===== config.mk =====
export PLATFORM = sky130hd
export DESIGN_NAME = dffrsnq_init_seq
export DESIGN_NICKNAME = d
export VERILOG_FILES = /design/src/rtl/dffrsnq_init_seq_pkg.sv /design/src/rtl/dffrsnq_rst_sync.sv /design/src/rtl/dffrsnq_init_seq.sv
export SDC_FILE = /design/constraint.sdc
export NUM_CORES = 1
export LEC_CHECK = 0
export CORE_UTILIZATION = 45
export CTS_BUF_LIST = sky130_fd_sc_hd__clkbuf_4 sky130_fd_sc_hd__clkbuf_8
export DETAILED_ROUTE_END_ITERATION = 10
export GPL_TIMING_DRIVEN = 1
export SYNTH_ARGS = -nofsm -noshare
export SYNTH_HDL_FRONTEND = slang
export SYNTH_SLANG_ARGS = --single-unit
export TNS_END_PERCENT = 10

===== constraint.sdc =====
create_clock -name CLK -period 2.88 [get_ports CLK]
set_input_delay 0.432 -clock CLK [delete_from_list [all_inputs] [get_ports CLK]]
set_output_delay 0.432 -clock CLK [all_outputs]
set_load 0.02 [all_outputs]

===== src/rtl/dffrsnq_init_seq_pkg.sv =====
// Shared types and constants for the dffrsnq bank init sequencer.
package dffrsnq_init_seq_pkg;

    typedef enum logic [1:0] {
        IDLE    = 2'd0,
        PULSE   = 2'd1,
        RECOVER = 2'd2,
        DONE    = 2'd3
    } state_t;

    localparam int CNT_W           = 8;
    localparam int PULSE_CYC_MIN   = 1;
    localparam int PULSE_CYC_MAX   = 255;
    localparam int SYNC_STAGES_MIN = 2;
    localparam int SYNC_STAGES_MAX = 4;

    // Saturating decrement: the counter parks at zero instead of wrapping.
    function automatic logic [CNT_W-1:0] cnt_dec(input logic [CNT_W-1:0] cnt);
        return (cnt == '0) ? cnt : cnt - CNT_W'(1);
    endfunction

endpackage


===== src/rtl/dffrsnq_rst_sync.sv =====
// Synchronizer chain asynchronously cleared by RN; used for reset release and,
// optionally, for the init request.
module dffrsnq_rst_sync #(
    parameter int STAGES = 2
) (
    input  logic CLK,
    input  logic RN,
    input  logic d_i,
    output logic q_o
);

    logic [STAGES-1:0] chain_q;

    always_ff @(posedge CLK or negedge RN) begin
        if (!RN) begin
            chain_q <= '0;
        end else begin
            chain_q <= {chain_q[STAGES-2:0], d_i};
        end
    end

    assign q_o = chain_q[STAGES-1];

endmodule


===== src/rtl/dffrsnq_init_seq.sv =====
// Init-pulse sequencer for a dffrsnq bank: one set or reset pulse per request.
// Optional macro DFFRSNQ_INIT_SEQ_REQ_SYNC_EN adds a 2-flop init_req synchronizer.
//
// state   | meaning
// IDLE    | waiting for an init_req rising edge
// PULSE   | driving RN_O or SETN_O low for PULSE_CYC cycles
// RECOVER | both outputs high for SYNC_STAGES cycles
// DONE    | one-cycle done pulse, then back to IDLE
module dffrsnq_init_seq #(
    parameter int PULSE_CYC   = 4,
    parameter int SYNC_STAGES = 2
) (
    input  logic CLK,
    input  logic RN,
    input  logic init_req,
    input  logic init_val,
    output logic RN_O,
    output logic SETN_O,
    output logic busy,
    output logic done
);
    import dffrsnq_init_seq_pkg::*;

    if (PULSE_CYC < PULSE_CYC_MIN || PULSE_CYC > PULSE_CYC_MAX) begin : g_bad_pulse
        $error("PULSE_CYC out of range");
    end
    if (SYNC_STAGES < SYNC_STAGES_MIN || SYNC_STAGES > SYNC_STAGES_MAX) begin : g_bad_sync
        $error("SYNC_STAGES out of range");
    end

    state_t           state_q, state_d;
    logic [CNT_W-1:0] cnt_q, cnt_d;
    logic             val_q, val_d;
    logic             req_prev_q;
    logic             rn_pulse_q, setn_q;
    logic             rel_q;
    logic             req_s;
    logic             req_edge;

    dffrsnq_rst_sync #(.STAGES(SYNC_STAGES)) u_rel_sync (
        .CLK (CLK),
        .RN  (RN),
        .d_i (1'b1),
        .q_o (rel_q)
    );

`ifdef DFFRSNQ_INIT_SEQ_REQ_SYNC_EN
    dffrsnq_rst_sync #(.STAGES(2)) u_req_sync (
        .CLK (CLK),
        .RN  (RN),
        .d_i (init_req),
        .q_o (req_s)
    );
`else
    assign req_s = init_req;
`endif

    // The edge detector keeps tracking while busy, so a held request never retriggers.
    assign req_edge = req_s & ~req_prev_q & rel_q;

    always_comb begin
        state_d = state_q;
        cnt_d   = cnt_q;
        val_d   = val_q;
        unique case (state_q)
            IDLE: begin
                if (req_edge) begin
                    val_d   = init_val;
                    cnt_d   = CNT_W'(PULSE_CYC - 1);
                    state_d = PULSE;
                end
            end
            PULSE: begin
                if (cnt_q == '0) begin
                    cnt_d   = CNT_W'(SYNC_STAGES - 1);
                    state_d = RECOVER;
                end else begin
                    cnt_d = cnt_dec(cnt_q);
                end
            end
            RECOVER: begin
                if (cnt_q == '0) begin
                    state_d = DONE;
                end else begin
                    cnt_d = cnt_dec(cnt_q);
                end
            end
            DONE: begin
                state_d = IDLE;
            end
            default: state_d = IDLE;
        endcase
    end

    always_ff @(posedge CLK or negedge RN) begin
        if (!RN) begin
            state_q    <= IDLE;
            cnt_q      <= '0;
            val_q      <= 1'b0;
            req_prev_q <= 1'b0;
            rn_pulse_q <= 1'b1;
            setn_q     <= 1'b1;
        end else begin
            state_q    <= state_d;
            cnt_q      <= cnt_d;
            val_q      <= val_d;
            req_prev_q <= req_s;
            rn_pulse_q <= ~((state_d == PULSE) & ~val_d);
            setn_q     <= ~((state_d == PULSE) & val_d);
        end
    end

    // rel_q is static once released, so this AND of two flops cannot glitch.
    assign RN_O   = rel_q & rn_pulse_q;
    assign SETN_O = setn_q;
    assign busy   = (state_q != IDLE);
    assign done   = (state_q == DONE);

endmodule


==> summary.txt <==
status: complete, no violations
Slew Limit Headroom: 52.1%
maxcap violations: 0
clock skew: 8.92 ps
clock transition at the registers of the reported paths: 100 ps
CTS tree: built
most common cell after layout, fill and taps aside: dfrtp_1
Crit path largest cell delay: 600 ps
Ports: 8
RSZ-0062 raised after global routing: false
CP dominant cell by count: inv_1
Yosys reg bits: 16
core area: 1780 um2
diodes inserted: 0
Fin. Hold Viols: 0
most frequent cells in the layout: dfrtp_1 (14), clkdlybuf4s50_1 (7), inv_1 (6), ha_1 (6), a22oi_1 (5)
library cells used by synthesis: 36
post-synthesis net count: 95
Pwr per Cell Area: 840 nW/um2
DP Area: 990 um2
worst-case clock buffer depth: 2
Setup Crit Path Kind: flop to primary output
Fill cells: 162
Gate Count Post-Synth: 85
Leak: 0.457 nW
Worst-Margin Slew: 716 ps
Clock Latency Late Sink: 290 ps
fmax: 455 MHz
Comb pwr share: 43.7%
crit end category: primary output
post-synthesis simple-gate area fraction: 19.6%
Initial Util: 50.0%
Placer Congestion: 0.812
drt first-iter violations: 14
vias: 727
Num CTS Buffers: 3
CP max FO: 8
min Tclk post-route: 2200 ps
share of layout cells above drive strength 1: 10.6%
Seq/Total Area, Yosys: 45.2%
sw frac: 38.6%
Final ANT Viol Nets: 0
Via density: 6.11
Synth Area in XOR/XNOR: 0%
vias in the first global route: 678
crit start category: flop
largest family of logic cells by synthesized area: compound AO/OA/AOI/OAI gates
Reg power frac: 38.8%
H-tree depth: 1
Wirelength per Cell: 15.1 um
Int Pwr: 0.529 mW
synthesis-to-layout area growth: 15.0%
Synth Area in Compound Gates: 21.3%
PortBufs: 7
Std-Cell Rows: 15
CP max-delay cell: clkdlybuf4s50_1
critical path arrival: 1770 ps
Die X: 46.5 um
cts hold-fix bufs: 0
Net Switching: 0.332 mW
post-CTS sizing: 0
# nets final: 105
Routed WL: 1.79 mm
global-route usage over all layers: 20.4%
# Post-CTS Setup Buffers: 0
Setup TNS: 0 ps
Finished Cell Area: 1030 um2
crit share post-route: 76.4%
largest net degree at the start of global routing: 17
Root Driver: clkbuf_4
chip height: 46.5 um
total clock sinks: 16
Synthesis Warnings: 0
max-slew violation total from the final report: 0
GRT overflow: 0
Critical Path RT: 2450 ps
DP HPWL: 1.30 mm
Synth Area in Adders: 8.42%
Peak VDD IR: 0.559 mV
mux share of post-synthesis cell area: 1.26%
Avg Inst Size Synth: 10.5 um2
worst hold-check path type: flop to flop
clock share of power: 17.5%
crit path cell chain: inv_1 > ha_1 > inv_1 > clkdlybuf4s50_1
die area: 2160 um2
DR pass1 iterations: 4
Remaining DRCs: 0
global-route wire length before repair: 3.04 mm
synthesized area: 892 um2
initial antenna violation count: 0
final setup vio count: 0
final core occ: 57.5%
-- worst max-delay path: cells and delay by family, from the launching register on --
| family | cells | cell delay [ps] |
|---|---|---|
| DFF | 1 | 420 |
| buffers and inverters | 3 | 770 |
| adders and majority gates | 1 | 280 |
-- layer usage --
| metal | wire [um] | track usage, % |
|---|---|---|
| met1 | 817 | 25.2 |
| met2 | 865 | 31.4 |
| met3 | 77 | 5.49 |
| met4 | 31 | 11.8 |
| met5 | 0 | 0 |
-- worst paths after layout --
| check | from | to | slack (ps) | cells past startpoint |
|---|---|---|---|---|
| max | state_q[1] | busy | 680 | 4 |
| min | u_rel_sync.chain_q[0] | u_rel_sync.chain_q[1] | 360 | 0 |
| max reg2reg | cnt_q[0] | cnt_q[6] | 870 | 6 |
| min reg2reg | u_rel_sync.chain_q[0] | u_rel_sync.chain_q[1] | 360 | 0 |
| max in group asynchronous | RN | u_rel_sync.chain_q[1] | 1860 | 1 |
| min in group asynchronous | RN | cnt_q[0] | 560 | 1 |
-- power by group through the flow --
| stage | Combinational (mW) | Clock (mW) | Sequential (mW) |
|---|---|---|---|
| 6_report | 0.377 | 0.151 | 0.334 |
| 5_1_grt | 0.417 | 0.168 | 0.342 |
| 4_1_cts | 0.377 | 0.158 | 0.334 |
| 2_1_floorplan | 0.266 | 0 | 0.333 |
| 3_3_place_gp | 0.369 | 0 | 0.338 |
| 3_5_place_dp | 0.373 | 0 | 0.339 |
-- state kept, by name, indices dropped and copies added (netlist names) --
register / count
rn_pulse_q: 1
cnt_q: 8
req_prev_q: 1
state_q: 2
val_q: 1
SETN_O: 1
u_rel_sync.chain_q: 2
-- logic make-up after synthesis --
logic type	after synthesis
fa+ha+maj	6
mux	1
flops	16
buf+inv	9
other cells	1
compound gates	25
simple gates	27
-- stage by stage --
| stage | power (mW) | worst slack [ps] | hold WS [ps] | cells |
|---|---|---|---|---|
| 6_report | 0.861 | 680 | 362 | 119 |
| 5_1_grt | 0.927 | 555 | 376 | 119 |
| 4_1_cts | 0.869 | 661 | 368 | 119 |
| 3_5_place_dp | 0.712 | 796 | 345 | 115 |
| 3_3_place_gp | 0.707 | 830 | 334 | 115 |
| 2_1_floorplan | 0.600 | 1060 | 136 | 85 |
-- area by class of cell --
cell class | instances | area (um2) | share of cell area (%)
Tap cell | 25 | 31.3 | 3.05
Inverter | 6 | 22.5 | 2.20
Sequential cell | 16 | 403 | 39.3
Clock buffer | 4 | 36.3 | 3.54
Timing Repair Buffer | 8 | 77.6 | 7.56
Multi-Input combinational cell | 60 | 455 | 44.4
-- synth_stat cells (all sizes together) --
library cell  instances  area (um2)
or3                   1        6.26
dfrtp                14         350
o31a                  1        8.76
or4                   5        41.3
o31ai                 3        22.5
nor4bb                1        10.0
a21boi                1        7.51
a31oi                 1        6.26
inv                   6        22.5
nand2b                1        6.26
and2                  2        12.5
nor2                  2        7.51
o22ai                 2        18.8
o311ai                1        8.76
o41ai                 2        17.5
a41oi                 1        8.76
nand4b                3        26.3
a22oi                 5        37.5
ha                    6        75.1
o32a                  1        10.0
nand3b                2        15.0
clkbuf                2        7.51
nand2                 3        11.3
nor3                  3        15.0
a21o                  1        7.51
o21bai                1        7.51
buf                   1        3.75
a21oi                 4        20.0
dfstp                 2        52.6
nand3                 1        5.00
a2bb2oi               1        8.76
nor4                  3        18.8
mux2                  1        11.3
conb                  1        3.75
(Power assumes the default switching activity.)
